$ cat src/rtl/uart_digit_receiver.sv
// rtl/uart_digit_receiver.sv - 8N1 UART receiver that rebuilds a 4-digit operand from digit bytes
module uart_digit_receiver #(
  parameter int         CLKS_PER_BIT = 868,
  parameter logic [7:0] DIGIT_BASE   = 8'h30,
  parameter logic [7:0] TERM_BYTE    = 8'h0D,
  parameter logic [7:0] CLEAR_BYTE   = 8'h1B
) (
  input  logic       clk,
  input  logic       reset,
  input  logic       rxd,
  output logic [3:0] num1,
  output logic [3:0] num2,
  output logic [3:0] num3,
  output logic [3:0] num4,
  output logic [2:0] digitCount,
  output logic       frameValid,
  output logic       frameError,
  output logic       busy
);

  localparam int CW = $clog2(CLKS_PER_BIT) + 1;
  localparam logic [CW-1:0] HALF_BIT = CW'(CLKS_PER_BIT / 2);
  localparam logic [CW-1:0] FULL_M1  = CW'(CLKS_PER_BIT - 1);

  typedef enum logic [2:0] {IDLE, START, DATA, STOP, WAIT_IDLE} state_t;

  state_t        state, state_next;
  logic [CW-1:0] cnt, cnt_next;
  logic [2:0]    bit_idx, bit_idx_next;
  logic [7:0]    shreg, shreg_next;
  logic          rx_meta, rxs;
  logic          accept, ferr;
  logic [3:0]    p1, p2, p3, p4;
  logic [7:0]    diff;
  logic          is_digit;

  always_ff @(posedge clk or negedge reset) begin
    if (!reset) begin
      rx_meta <= 1'b1;
      rxs     <= 1'b1;
    end else begin
      rx_meta <= rxd;
      rxs     <= rx_meta;
    end
  end

  always_ff @(posedge clk or negedge reset) begin
    if (!reset) begin
      state   <= IDLE;
      cnt     <= '0;
      bit_idx <= '0;
      shreg   <= '0;
    end else begin
      state   <= state_next;
      cnt     <= cnt_next;
      bit_idx <= bit_idx_next;
      shreg   <= shreg_next;
    end
  end

  // Counter is reloaded at every sample point so timing never drifts within a character.
  always_comb begin
    state_next   = state;
    cnt_next     = cnt;
    bit_idx_next = bit_idx;
    shreg_next   = shreg;
    accept       = 1'b0;
    ferr         = 1'b0;
    case (state)
      IDLE: begin
        if (!rxs) begin
          cnt_next   = HALF_BIT;
          state_next = START;
        end
      end
      START: begin
        if (cnt != '0) begin
          cnt_next = cnt - 1'b1;
        end else if (!rxs) begin
          cnt_next     = FULL_M1;
          bit_idx_next = '0;
          state_next   = DATA;
        end else begin
          state_next = IDLE;
        end
      end
      DATA: begin
        if (cnt != '0) begin
          cnt_next = cnt - 1'b1;
        end else begin
          shreg_next   = {rxs, shreg[7:1]};
          cnt_next     = FULL_M1;
          bit_idx_next = bit_idx + 3'd1;
          if (bit_idx == 3'd7) state_next = STOP;
        end
      end
      STOP: begin
        if (cnt != '0) begin
          cnt_next = cnt - 1'b1;
        end else if (rxs) begin
          accept     = 1'b1;
          state_next = IDLE;
        end else begin
          ferr       = 1'b1;
          state_next = WAIT_IDLE;
        end
      end
      WAIT_IDLE: begin
        if (rxs) state_next = IDLE;
      end
      default: state_next = IDLE;
    endcase
  end

  assign busy     = (state != IDLE);
  assign diff     = shreg - DIGIT_BASE;
  assign is_digit = (diff < 8'd10);

  always_ff @(posedge clk or negedge reset) begin
    if (!reset) begin
      p1         <= '0;
      p2         <= '0;
      p3         <= '0;
      p4         <= '0;
      num1       <= '0;
      num2       <= '0;
      num3       <= '0;
      num4       <= '0;
      digitCount <= '0;
      frameValid <= 1'b0;
      frameError <= 1'b0;
    end else begin
      frameValid <= 1'b0;
      frameError <= ferr;
      if (accept) begin
        if (is_digit) begin
          p1 <= diff[3:0];
          p2 <= p1;
          p3 <= p2;
          p4 <= p3;
          if (digitCount != 3'd4) digitCount <= digitCount + 3'd1;
        end else if (shreg == TERM_BYTE) begin
          num1       <= p1;
          num2       <= p2;
          num3       <= p3;
          num4       <= p4;
          frameValid <= 1'b1;
          p1         <= '0;
          p2         <= '0;
          p3         <= '0;
          p4         <= '0;
          digitCount <= '0;
        end else if (shreg == CLEAR_BYTE) begin
          p1         <= '0;
          p2         <= '0;
          p3         <= '0;
          p4         <= '0;
          digitCount <= '0;
        end
      end
    end
  end

endmodule

$ cat config.mk
export PLATFORM = sky130hd
export DESIGN_NAME = uart_digit_receiver
export DESIGN_NICKNAME = d
export VERILOG_FILES = /design/src/rtl/uart_digit_receiver.sv
export SDC_FILE = /design/constraint.sdc
export NUM_CORES = 1
export LEC_CHECK = 0
export ABC_AREA = 1
export CORE_UTILIZATION = 40
export CTS_CLUSTER_DIAMETER = 80
export CTS_CLUSTER_SIZE = 8
export DETAILED_ROUTE_END_ITERATION = 6
export GPL_ROUTABILITY_DRIVEN = 0
export MAX_ROUTING_LAYER = met4
export PLACE_DENSITY_LB_ADDON = 0.25
export SYNTH_ARGS = -nofsm -noshare
export SYNTH_HDL_FRONTEND = slang
export SYNTH_SLANG_ARGS = --single-unit
$ cat constraint.sdc
create_clock -name clk -period 3.19 [get_ports clk]
set_input_delay 0.638 -clock clk [delete_from_list [all_inputs] [get_ports clk]]
set_output_delay 0.638 -clock clk [all_outputs]
set_load 0.03 [all_outputs]
==> summary.txt <==
Clock network
  – TritonCTS Buffers: 9
  – CTS Hold Bufs: 0
  – Worst-Skew Late Latency: 0.35 ns
  – TritonCTS Sinks: 64
  – Root Driver: clkbuf_8
  – Postcts setup bufs: 0
  – Worst-path clk slew: 0.08 ns
  – H-Tree Depth: 3
  – Post_cts resized: 0
  – CTS Buffer Depth: 2
  – TritonCTS clock tree: done

Yosys
  – Syn avg cell area: 8.081 um2
  – Synthesis Warnings: 0
  – #FFs+latches synth: 64
  – Sequential area share after synthesis: 48.65%
  – Mapped Nets: 417
  – Synthesized instance count: 408
  – Syn Std Cell Area: 0.003297 mm2
  – Library cells used by synthesis: 33

Global routing
  – Global Route met1 Usage: 21.60%
  – Pin count of the biggest net entering global routing: 65
  – Busiest grt layer: met2
  – Vias in the first global route: 2477
  – Initial antenna violation count: 0
  – Global routing met3 resource utilization: 4.926%
  – Met2 Resource Use GR: 28.55%
  – GRT Overall Usage: 17.59%
  – Grt ovf: 0
  – First-pass GRT wire length: 11560 um

Finish
  – Diodes inserted: 0
  – Area growth syn-to-layout: 16.20%
  – Layout cells sized above 1: 9.545%
  – Register area: 0.001604 mm2
  – Fillers: 781
  – Commonest non-fill, non-tap cell in the layout: nand2_1
  – Post-route cell area: 0.003831 mm2
  – Most frequent cells in the layout: nand2_1 (120), dfrtp_1 (62), inv_1 (47), nor2_1 (45), nand3_1 (32)
  – Final Net Count: 444
  – Multi-input logic area: 0.001418 mm2

STA
  – FMAX: 428.3 MHz
  – Worst-margin pin slew: 0.6448 ns
  – Final Max Tran Viols: 0
  – Final hold vios: 0
  – Post-Route Skew: 0.008241 ns
  – Period utilisation layout: 73.18%
  – Hold WS: 0.2837 ns
  – Max-slew headroom: 56.91%
  – Setup TNS: 0 ns
  – RSZ-0062 raised after global routing: no
  – Setup-violating endpoint count in the final report: 0
  – Tmin final: 2.335 ns

Drt
  – Via density per instance: 4.891
  – Average wire per standard cell: 12.22 um
  – Vias: 2651
  – Pre-Repair DR Iteration Count: 4
  – Iter 0 DRT Violations: 218
  – Drt drc: 0
  – Post-Route WL: 6623 um
  – Final ANT Viol Nets: 0

Setup path
  – Worst Path Max Fanout: 6
  – Critical path class: reg -> out
  – CP required: 2.55 ns
  – R2R depth: 10
  – CP startpoint kind: flip-flop
  – Critical R2R Launch: cnt[0]$_DFFE_PN0P_
  – Crit path launch: state[0]$_DFFE_PN0P_
  – Crit path DAT: 1.70 ns
  – Critical path endpoint category: output port

Floorplan
  – Row cnt: 32
  – Starting Density: 42.01%
  – Die ar.: 0.008609 mm2
  – IO Count: 25
  – CORE AREA: 0.007848 mm2
  – Die X-Extent: 92.79 um
  – Die Height: 92.79 um

Place
  – Placed cell area: 0.003605 mm2
  – Port buffer count: 24
  – DPL Wire Length: 4447 um

Worst hold path
  – Class of the worst hold path: in -> async

Pwr
  – Total power: 1644 uW
  – Max VDD drop: 0.0002204 V
  – PD cells: 429.2 mW/mm2
  – Leakage: 0.001834 uW

Flow run
  – Max Cap Viol: 0

Status
  – Status: finished clean
## cell type report
type                    count  area share, %
clock buffers               9          3.233
well taps                 102          3.331
flip-flops and latches     64          41.87
clock inverters             7          2.678
multi-input cells         283          37.00
inverters                  51          5.029
repair buffers             26          6.858
## state kept, by name (all words and copies together) (netlist names)
register and count:
shreg 8, num2 4, num1 4, num4 4
p4 4, state 3, p2 4, cnt 11
p1 4, bit_idx 3, num3 4, digitCount 3
frameError 1, p3 4, rxs 1, rx_meta 1
frameValid 1
## worst max-delay path, stage by stage, from the launching register on
cell and delay (ns):
dfrtp_1 0.45, nor2_1 0.20, nand2_1 0.10, clkdlybuf4s50_1 0.60
## final timing paths
check | end | slack, ns
max in group asynchronous | rx_meta$_DFF_PN1_ | 2.57
worst max-delay path | busy | 0.86
worst max register to register | num1[1]$_DFFE_PN0P_ | 0.95
min in group clk | rxs$_DFF_PN1_ | 0.36
worst min register to register | rxs$_DFF_PN1_ | 0.36
worst min-delay path | num4[0]$_DFFE_PN0P_ | 0.28
## kinds of logic after synthesis
family | count (synthesis) | share of synthesized area, %
buffers and inverters | 61 | 8.349
adders and majority gates | 6 | 2.277
xor gates and xnor gates | 6 | 1.594
AOI/OAI and AO/OA | 49 | 9.033
and+or+nand+nor | 222 | 30.09
DFF | 64 | 48.65
## where the power goes
part	total (uW)	switching (uW)	internal [uW]
sequential	815	1.77	813
clock	807	358	449
combinational	22.5	17.8	4.69
total	1640	377	1270
## metrics by stage
stage	util [%]	setup slack [ns]	instances
floorplan	-	1.464	408
global placement	45.93	1.094	526
detailed placement	45.93	0.9635	526
CTS	48.82	0.8472	542
global route	48.82	0.6944	542
finish	48.82	0.8554	542
## cell usage after synthesis
| cell | number | area share (%) |
|---|---|---|
| buf_6 | 5 | 1.7 |
| or2_1 | 1 | 0.19 |
| nand4_2 | 1 | 0.38 |
| a21boi_0 | 1 | 0.23 |
| dfstp_2 | 2 | 1.6 |
| nand2_2 | 1 | 0.19 |
| nand3_1 | 32 | 4.9 |
| o211ai_1 | 1 | 0.23 |
| inv_2 | 3 | 0.34 |
| o21a_1 | 16 | 3.6 |
| nor2_4 | 3 | 1.0 |
| nor3_1 | 4 | 0.61 |
| nor4_1 | 1 | 0.19 |
| nor3_2 | 3 | 0.91 |
| a21oi_1 | 4 | 0.61 |
| nand2_4 | 2 | 0.68 |
| dfrtp_1 | 62 | 47 |
| o21ai_0 | 13 | 2.0 |
| o21ai_1 | 12 | 1.8 |
| buf_2 | 2 | 0.30 |
| buf_4 | 1 | 0.23 |
| clkbuf_1 | 1 | 0.11 |
| inv_1 | 47 | 5.4 |
| xor2_1 | 5 | 1.3 |
| nand4_1 | 4 | 0.76 |
| clkbuf_2 | 1 | 0.15 |
| o21ai_2 | 2 | 0.53 |
| xnor2_1 | 1 | 0.27 |
| ha_1 | 6 | 2.3 |
| nand3_2 | 5 | 1.5 |
| nand2_1 | 120 | 14 |
| clkinv_2 | 1 | 0.15 |
| nor2_1 | 45 | 5.1 |
## metal layers
layer | wire length (um) | up-vias
met5 | 0 | -
met3 | 237 | 4
met1 | 3071 | 1259
met2 | 3255 | 44
met4 | 59 | 0
li1 | - | 1344
(Power assumes the default switching activity.)
